File: config.mk
export PLATFORM = sky130hd
export DESIGN_NAME = panel_mem_ctrl_flat
export DESIGN_NICKNAME = d
export VERILOG_FILES = /design/src/rtl/panel_mem_ctrl_if.sv /design/src/rtl/panel_mem_ctrl.sv /design/src/flat_wrapper.sv
export SDC_FILE = /design/constraint.sdc
export NUM_CORES = 1
export LEC_CHECK = 0
export CAP_MARGIN = 20
export CORE_MARGIN = 10
export CORE_UTILIZATION = 35
export DETAILED_ROUTE_END_ITERATION = 8
export PLACE_DENSITY = 0.8
export REMOVE_ABC_BUFFERS = 1
export SYNTH_ARGS = -nofsm -noshare
export SYNTH_HDL_FRONTEND = slang
export SYNTH_SLANG_ARGS = --single-unit
File: constraint.sdc
create_clock -name CLK -period 2.5 [get_ports CLK]
set_input_delay 0.5 -clock CLK [delete_from_list [all_inputs] [get_ports CLK]]
set_output_delay 0.5 -clock CLK [all_outputs]
set_load 0.02 [all_outputs]
File: src/rtl/panel_mem_ctrl_if.sv
// RAM-side bus of the front-panel memory controller: strobes, address and
// write data toward the RAM, read data back.
interface panel_mem_ctrl_if #(
    parameter int ADDR_W = 12,
    parameter int DATA_W = 12
);
    logic              ram_oe;
    logic              ram_we;
    logic [ADDR_W-1:0] ram_addr;
    logic [DATA_W-1:0] ram_din;
    logic [DATA_W-1:0] ram_dout;

    modport master (
        output ram_oe,
        output ram_we,
        output ram_addr,
        output ram_din,
        input  ram_dout
    );

    modport slave (
        input  ram_oe,
        input  ram_we,
        input  ram_addr,
        input  ram_din,
        output ram_dout
    );
endinterface

File: src/rtl/panel_mem_ctrl.sv
// PDP8 front-panel memory controller / RAM-port arbiter (LOAD ADDRESS, DEPOSIT, EXAMINE).
// Define PANEL_AUTOINC_EN to build the INC state that steps panel_ma after DEPOSIT/EXAMINE.
module panel_mem_ctrl #(
    parameter int ADDR_W = 12,
    parameter int DATA_W = 12
) (
    input  logic              CLK,
    input  logic              RESET,
    input  logic              running,
    input  logic              cpu_oe,
    input  logic              cpu_we,
    input  logic [ADDR_W-1:0] cpu_addr,
    input  logic [DATA_W-1:0] cpu_din,
    input  logic [DATA_W-1:0] sw,
    input  logic              btn_ldaddr,
    input  logic              btn_dep,
    input  logic              btn_exam,
    panel_mem_ctrl_if.master  ram,
    output logic [ADDR_W-1:0] panel_ma,
    output logic [DATA_W-1:0] panel_mb,
    output logic              busy,
    output logic              run_inhibit,
    output logic              rejected
);

    typedef enum logic [2:0] {
        IDLE   = 3'd0,
        DEP_WR = 3'd1,
        EX_RD  = 3'd2,
        EX_CAP = 3'd3
`ifdef PANEL_AUTOINC_EN
        ,
        INC    = 3'd4
`endif
    } state_e;

    state_e            state_q, state_d;
    logic [ADDR_W-1:0] panel_ma_q, panel_ma_d;
    logic [DATA_W-1:0] panel_mb_q, panel_mb_d;
    logic              rejected_q, rejected_d;

    logic any_btn;
    logic accept;

    assign any_btn = btn_ldaddr | btn_dep | btn_exam;
    assign accept  = (state_q == IDLE) && !running;

    // State register
    always_ff @(posedge CLK) begin
        if (RESET) begin
            state_q    <= IDLE;
            panel_ma_q <= '0;
            panel_mb_q <= '0;
            rejected_q <= 1'b0;
        end else begin
            state_q    <= state_d;
            panel_ma_q <= panel_ma_d;
            panel_mb_q <= panel_mb_d;
            rejected_q <= rejected_d;
        end
    end

    // Next-state logic; LOAD ADDRESS outranks DEPOSIT, which outranks EXAMINE
    always_comb begin
        state_d = state_q;
        unique case (state_q)
            IDLE: begin
                if (accept && !btn_ldaddr) begin
                    if (btn_dep) begin
                        state_d = DEP_WR;
                    end else if (btn_exam) begin
                        state_d = EX_RD;
                    end
                end
            end
`ifdef PANEL_AUTOINC_EN
            DEP_WR:  state_d = INC;
            EX_RD:   state_d = EX_CAP;
            EX_CAP:  state_d = INC;
            INC:     state_d = IDLE;
`else
            DEP_WR:  state_d = IDLE;
            EX_RD:   state_d = EX_CAP;
            EX_CAP:  state_d = IDLE;
`endif
            default: state_d = IDLE;
        endcase
    end

    // Panel register updates and drop reporting
    always_comb begin
        panel_ma_d = panel_ma_q;
        panel_mb_d = panel_mb_q;
        rejected_d = any_btn && !accept;
        unique case (state_q)
            IDLE: begin
                if (accept && btn_ldaddr) begin
                    panel_ma_d = ADDR_W'(sw);
                end
            end
            DEP_WR:  panel_mb_d = sw;
            EX_CAP:  panel_mb_d = ram.ram_dout;
`ifdef PANEL_AUTOINC_EN
            INC:     panel_ma_d = panel_ma_q + 1'b1;
`endif
            default: ;
        endcase
    end

    // RAM port: CPU pass-through in IDLE, panel-driven otherwise
    always_comb begin
        ram.ram_oe   = 1'b0;
        ram.ram_we   = 1'b0;
        ram.ram_addr = panel_ma_q;
        ram.ram_din  = '0;
        unique case (state_q)
            IDLE: begin
                ram.ram_oe   = cpu_oe;
                ram.ram_we   = cpu_we;
                ram.ram_addr = cpu_addr;
                ram.ram_din  = cpu_din;
            end
            DEP_WR: begin
                ram.ram_we  = 1'b1;
                ram.ram_din = sw;
            end
            EX_RD:   ram.ram_oe = 1'b1;
            EX_CAP:  ram.ram_oe = 1'b1;
            default: ;
        endcase
    end

    assign busy        = (state_q != IDLE);
    assign run_inhibit = busy;
    assign panel_ma    = panel_ma_q;
    assign panel_mb    = panel_mb_q;
    assign rejected    = rejected_q;

endmodule

File: src/flat_wrapper.sv
// flat-port wrapper written by rule: the top's interface ports become plain ports
module panel_mem_ctrl_flat 
#(
    parameter int ADDR_W = 12,
    parameter int DATA_W = 12
)
  (CLK, RESET, running, cpu_oe, cpu_we, cpu_addr, cpu_din, sw, btn_ldaddr, btn_dep, btn_exam, panel_ma, panel_mb, busy, run_inhibit, rejected, ram_ram_oe, ram_ram_we, ram_ram_addr, ram_ram_din, ram_ram_dout);
  panel_mem_ctrl_if #(.ADDR_W(ADDR_W), .DATA_W(DATA_W)) ram_i ();
  input  logic CLK;
  input  logic RESET;
  input  logic running;
  input  logic cpu_oe;
  input  logic cpu_we;
  input  logic [ADDR_W-1:0] cpu_addr;
  input  logic [DATA_W-1:0] cpu_din;
  input  logic [DATA_W-1:0] sw;
  input  logic btn_ldaddr;
  input  logic btn_dep;
  input  logic btn_exam;
  output logic [ADDR_W-1:0] panel_ma;
  output logic [DATA_W-1:0] panel_mb;
  output logic busy;
  output logic run_inhibit;
  output logic rejected;
  output wire logic [$bits(ram_i.ram_oe)-1:0] ram_ram_oe;
  output wire logic [$bits(ram_i.ram_we)-1:0] ram_ram_we;
  output wire logic [$bits(ram_i.ram_addr)-1:0] ram_ram_addr;
  output wire logic [$bits(ram_i.ram_din)-1:0] ram_ram_din;
  input wire logic [$bits(ram_i.ram_dout)-1:0] ram_ram_dout;
  assign ram_ram_oe = ram_i.ram_oe;
  assign ram_ram_we = ram_i.ram_we;
  assign ram_ram_addr = ram_i.ram_addr;
  assign ram_ram_din = ram_i.ram_din;
  assign ram_i.ram_dout = ram_ram_dout;
  panel_mem_ctrl #(.ADDR_W(ADDR_W), .DATA_W(DATA_W)) u_core (.CLK(CLK), .RESET(RESET), .running(running), .cpu_oe(cpu_oe), .cpu_we(cpu_we), .cpu_addr(cpu_addr), .cpu_din(cpu_din), .sw(sw), .btn_ldaddr(btn_ldaddr), .btn_dep(btn_dep), .btn_exam(btn_exam), .ram(ram_i), .panel_ma(panel_ma), .panel_mb(panel_mb), .busy(busy), .run_inhibit(run_inhibit), .rejected(rejected));
endmodule
==> flow_metrics.tcl, run 1 <==
set metrics [dict create \
    p_int_mw 0.809 \
    n_antenna_cell 0 \
    drv_cap 0 \
    reg2reg_depth 4 \
    yosys.cell_types.count 19 \
    ios 109 \
    startpoint "u_core.state_q[1]$_SDFFE_PP0P_" \
    die_area_um2 7510 \
    cts_tree "done" \
    seq_power_share_pct 40.9 \
    ys_ff_latch 27 \
    drc 0 \
    setup_viol 0 \
    dp_hpwl_um 4050 \
    final_util_pct 63.1 \
    r2r-start "u_core.state_q[1]$_SDFFE_PP0P_" \
    placed_cell_area_um2 2670 \
    drive_gt1_share_pct 8.96 \
    grtUsageTotal_pct 13.1 \
    hp-start "u_core.panel_mb[7]$_SDFFE_PP0P_" \
    muxShareOfSynthArea_pct 31.8 \
    min_to "u_core.panel_mb[7]$_SDFFE_PP0P_" \
    ir_drop_uv 210 \
    rsz0062_at_grt "false" \
    antenna_found_initial 0 \
    timing.final.ws_setup_ns 0.117 \
    grt_max_degree 42 \
    synth_area_um2 1560 \
    final.setup_skew_ns 0.00554 \
    grt_overflow_total 0 \
    period_minus_slack_ns 2.38 \
    cp-start-kind "flip-flop" \
    timing.rr.end "u_core.panel_ma[7]$_SDFFE_PP0P_" \
    crit_required_ns 2.00 \
    nets 325 \
    finalWirelength_um 5150 \
    ys_warn_count 0 \
    p_clk_share_pct 21.4 \
    grt_pass1_vias 1546 \
    cp-end-kind "output pin" \
    drtAntennaViolNets 0 \
    cpPeakStageDelay_ns 0.56 \
    via_per_inst 4.73 \
    synth-adder-area-share_pct 0 \
    synthCells 165 \
    hold_viol 0 \
    vias 1512 \
    worst_pin_slew_ns 0.412 \
    arrival_ns 1.88 \
    path_class "reg2out" \
    synth_seq_area_share_pct 34.7 \
    drtPass1Iterations 3 \
    area_growth_syn_to_layout_pct 75.3 \
    post-cts-setup-buffers 0 \
    die_h_um 86.7 \
    portBuffers 108 \
    core-area_um2 4320 \
    cts_inserted_buffers 3 \
    wire_per_inst_um 16.1 \
    drv_slew 0 \
    synth.avg_cell_area_um2 9.43 \
    netSwitchingFraction_pct 29.3 \
    leakagePower_nw 0.981 \
    root_buffer "clkbuf_8" \
    clock_sinks 27 \
    yosys.area_share.simple_pct 20.1 \
    slew_headroom_pct 72.5 \
    clk_path_buf_depth 2 \
    cp_cell_sequence "nor2_4 -> buf_12 -> mux2_2 -> clkdlybuf4s50_1" \
    place_ws_ns 0.179 \
    rows 24 \
    fmax_mhz 420 \
    finalCritPeriodShare_pct 95.3 \
    cp_slowest_cell "clkdlybuf4s50_1" \
    start_util_pct 36.0 \
    synth-compound-area-share_pct 7.23 \
    clk_pin_slew_ns 0.09 \
    final_area_um2 2730 \
    gp_congestion 0.692 \
    synth_xor_area_share_pct 0 \
    clk_latency_ns 0.27 \
    powerDensity_nw_per_um2 419 \
    setup_tns_ns 0 \
    synth_top_family_by_area "multiplexers" \
    combinationalPowerShare_pct 37.7 \
    worstHoldPathCells 2 \
    cts_hold_buf 0 \
    p_sw_mw 0.335 \
    hold_class "reg2reg" \
    htree_levels 1 \
    status "completed" \
    regToRegSetupSlack_ns 1.05 \
    dieWidth_um 86.7 \
    grt_pass1_wl_um 8050 \
    worst-path-max-fanout 10 \
    drt-initial-drc-count 29 \
]
## power groups by stage
stage / clock [mW] / combinational, mW / sequential, mW
final: 0.245 / 0.431 / 0.468
after global routing: 0.273 / 0.461 / 0.472
after CTS: 0.254 / 0.437 / 0.468
after detailed placement: 0 / 0.435 / 0.478
after global placement: 0 / 0.432 / 0.477
after floorplan: 0 / 0.150 / 0.513
## metrics by stage
stage	power [mW]	hold WS, ns	instances
floorplan	0.664	0.552	150
global placement	0.909	0.472	316
detailed placement	0.913	0.478	316
CTS	1.16	0.495	320
global route	1.21	0.514	320
finish	1.14	0.492	320
## kinds of logic after synthesis
logic type             Yosys count
AOI/OAI and AO/OA               15
muxes                           48
buffers and inverters           17
DFF                             27
and+or+nand+nor                 58
## worst max-delay path by stage
stage,cells after the start,end
2_1_floorplan,2,ram_ram_addr[10]
3_3_place_gp,4,ram_ram_din[10]
3_5_place_dp,4,ram_ram_din[0]
4_1_cts,4,ram_ram_din[11]
5_1_grt,4,ram_ram_din[0]
6_report,4,ram_ram_addr[11]
## repair_timing
item / in CTS / in global routing
gates resized for setup: 1 / 1
endpoints found under the hold margin: 0 / 0
setup endpoints to repair: 1 / 13
## worst max-delay path: cells and delay by family, from the launching register on
family	cells	cell delay (ns)
flip-flops	1	0.34
buffers and inverters	2	0.73
multiplexers	1	0.34
AND/OR/NAND/NOR	1	0.20
## cell usage after synthesis
cell	instances	area (um^2)
clkbuf_1	4	15.0
o21a_1	2	15.0
nor4b_4	1	23.8
buf_4	2	15.0
mux2_1	1	11.3
nor4b_1	1	8.76
nor2_2	1	6.26
buf_2	7	35.0
mux2_2	11	124
mux2i_1	36	360
nor3_1	3	15.0
nor2_1	27	101
a211oi_1	12	90.1
nor3b_1	1	7.51
nand2b_1	24	150
a21o_1	1	7.51
dfxtp_1	27	541
buf_6	2	22.5
inv_1	2	7.51
## layer usage
layer  up-vias  wire length (um)  part of all wire, %  GRT usage, %
met4         0                38                 0.74          3.53
met2        52              2530                   49          22.5
met3         2               420                  8.2          5.07
met5         -                 0                    0             0
met1       679              2160                   42          14.6
li1        779                 -                    -             -
## layout by cell type, fill, tap and decap left out
| master | n |
|---|---|
| nor3_1 | 3 |
| inv_1 | 2 |
| nor2_4 | 1 |
| buf_12 | 1 |
| buf_4 | 4 |
| mux2_2 | 11 |
| dfxtp_1 | 26 |
| a21o_1 | 1 |
| mux2_1 | 1 |
| dfxtp_2 | 1 |
| clkinv_2 | 1 |
| clkdlybuf4s50_1 | 108 |
| a211oi_1 | 12 |
| nand2b_1 | 24 |
| buf_6 | 1 |
| nor2_1 | 27 |
| nor3b_1 | 1 |
| nor4b_4 | 1 |
| o21a_1 | 2 |
| nor4b_1 | 1 |
| mux2i_1 | 36 |
| clkbuf_8 | 3 |
## flip-flops by register name, indices dropped and copies added, names as in the netlist
signal and cells:
u_core.rejected 1, u_core.panel_mb 12, u_core.panel_ma 12, u_core.state_q 2
## area by class of cell
| type | instances | area [um^2] |
|---|---|---|
| inverters | 2 | 7.51 |
| fillers | 398 | 1600 |
| multi-input cells | 121 | 926 |
| clock inverters | 1 | 5.00 |
| repair buffers | 114 | 1140 |
| well taps | 52 | 65.1 |
| clock buffers | 3 | 41.3 |
| flip-flops and latches | 27 | 542 |
No activity file was read; power rests on OpenSTA's default activity.
==> run 2: changes to the inputs <==
Clock period 2.5 ns to 2.54 ns, I/O delays scaled along.
==> flow_metrics.tcl, run 2 (synthesis results as in run 1) <==
set metrics [dict create \
    worst_pin_slew_ns 0.414 \
    dieWidth_um 86.7 \
    grt_pass1_vias 1605 \
    setup_tns_ns 0 \
    drc 0 \
    regToRegSetupSlack_ns 1.13 \
    clk_path_buf_depth 2 \
    portBuffers 108 \
    grt_overflow_total 0 \
    grtUsageTotal_pct 13.3 \
    path_class "reg2out" \
    drv_cap 0 \
    start_util_pct 36.0 \
    drive_gt1_share_pct 8.96 \
    die_area_um2 7510 \
    rows 24 \
    leakagePower_nw 0.981 \
    rsz0062_at_grt "false" \
    fmax_mhz 423 \
    layout_common_cells "clkdlybuf4s50_1 (108), mux2i_1 (36), nor2_1 (27)" \
    post-cts-setup-buffers 0 \
    vias 1547 \
    status "completed" \
    clk_pin_slew_ns 0.09 \
    cp-end-kind "output pin" \
    cts_tree "done" \
    clock_sinks 27 \
    drtPass1Iterations 4 \
    htree_levels 1 \
    grt_max_degree 42 \
    finalWirelength_um 5130 \
    slew_headroom_pct 72.4 \
    core-area_um2 4320 \
    cpPeakStageDelay_ns 0.55 \
    final.setup_skew_ns 0.00282 \
    finalCritPeriodShare_pct 93.1 \
    dp_hpwl_um 4030 \
    final_common_cell "clkdlybuf4s50_1" \
    powerDensity_nw_per_um2 411 \
    grt_pass1_wl_um 8200 \
    worst-path-max-fanout 10 \
    ios 109 \
    cts_inserted_buffers 3 \
    period_minus_slack_ns 2.36 \
    drtAntennaViolNets 0 \
    hold_viol 0 \
    n_fill_cell 404 \
    drt-initial-drc-count 34 \
    nets 325 \
    hold_class "reg2reg" \
    ir_drop_uv 271 \
    multi_input_area_um2 926 \
    arrival_ns 1.86 \
    via_per_inst 4.83 \
    power_mw 1.12 \
    die_h_um 86.7 \
    cp_cell_sequence "nor2_4 -> buf_12 -> mux2_2 -> clkdlybuf4s50_1" \
    cp_slowest_cell "clkdlybuf4s50_1" \
    wire_per_inst_um 16.0 \
    clk_latency_ns 0.27 \
    setup_viol 0 \
    crit_required_ns 2.03 \
    drv_slew 0 \
    cp-start-kind "flip-flop" \
    root_buffer "clkbuf_8" \
    n_antenna_cell 0 \
    area_growth_syn_to_layout_pct 75.3 \
    seq_area_um2 542 \
    gp_congestion 0.691 \
    antenna_found_initial 0 \
]
run 2: metrics by stage:
stage	worst slack (ns)	std cells	utilization, %	instance area [um^2]	hold slack (ns)
after floorplan	0.0792	150	-	1470	0.552
after global placement	0.198	316	61.8	2670	0.472
after detailed placement	0.204	316	61.8	2670	0.478
after CTS	0.0541	320	62.9	2720	0.492
after global routing	0.0492	320	63.1	2730	0.509
final	0.175	320	63.1	2730	0.488
run 2: final timing paths:
| kind | startpoint | endpoint | depth (start not counted) |
|---|---|---|---|
| worst min-delay path | u_core.panel_mb[5]$_SDFFE_PP0P_ | u_core.panel_mb[5]$_SDFFE_PP0P_ | 2 |
| worst max-delay path | u_core.state_q[1]$_SDFFE_PP0P_ | ram_ram_addr[0] | 4 |
| worst max register to register | u_core.state_q[1]$_SDFFE_PP0P_ | u_core.panel_ma[1]$_SDFFE_PP0P_ | 4 |
| worst min register to register | u_core.panel_mb[5]$_SDFFE_PP0P_ | u_core.panel_mb[5]$_SDFFE_PP0P_ | 2 |
run 2: power breakdown:
group / internal, mW / switching, mW / total (mW)
logic: 0.240 / 0.184 / 0.425
registers: 0.446 / 0.0142 / 0.460
clock network: 0.110 / 0.128 / 0.238
run 2: critical path: cells and delay by family (launching register included):
kind / cells / cell delay, ns
buffers and inverters: 2 / 0.72
flip-flops: 1 / 0.34
AND/OR/NAND/NOR: 1 / 0.20
multiplexers: 1 / 0.33
run 2: per-layer routing:
| metal | vias up | global-route usage (%) | share of wire (%) |
|---|---|---|---|
| met5 | - | 0 | 0 |
| met4 | 0 | 2.95 | 1.1 |
| met3 | 4 | 5.72 | 9.2 |
| met2 | 56 | 22.9 | 48 |
| met1 | 711 | 14.7 | 41 |
| li1 | 776 | - | - |
run 2: final cells by class:
| type | instances | area share [%] |
|---|---|---|
| tap | 52 | 2.38 |
| clock inverter | 1 | 0.183 |
| clock buffer | 3 | 1.51 |
| timing repair buffer | 114 | 41.9 |
| inverter | 2 | 0.275 |
| multi-input combinational | 121 | 33.9 |
| sequential | 27 | 19.9 |
run 2: timing repair:
item | 4_1_cts | 5_1_grt
gates resized for setup | 0 | 2
hold buffers | 0 | 0
endpoints found under the setup margin | 0 | 15
endpoints found under the hold margin | 0 | 0
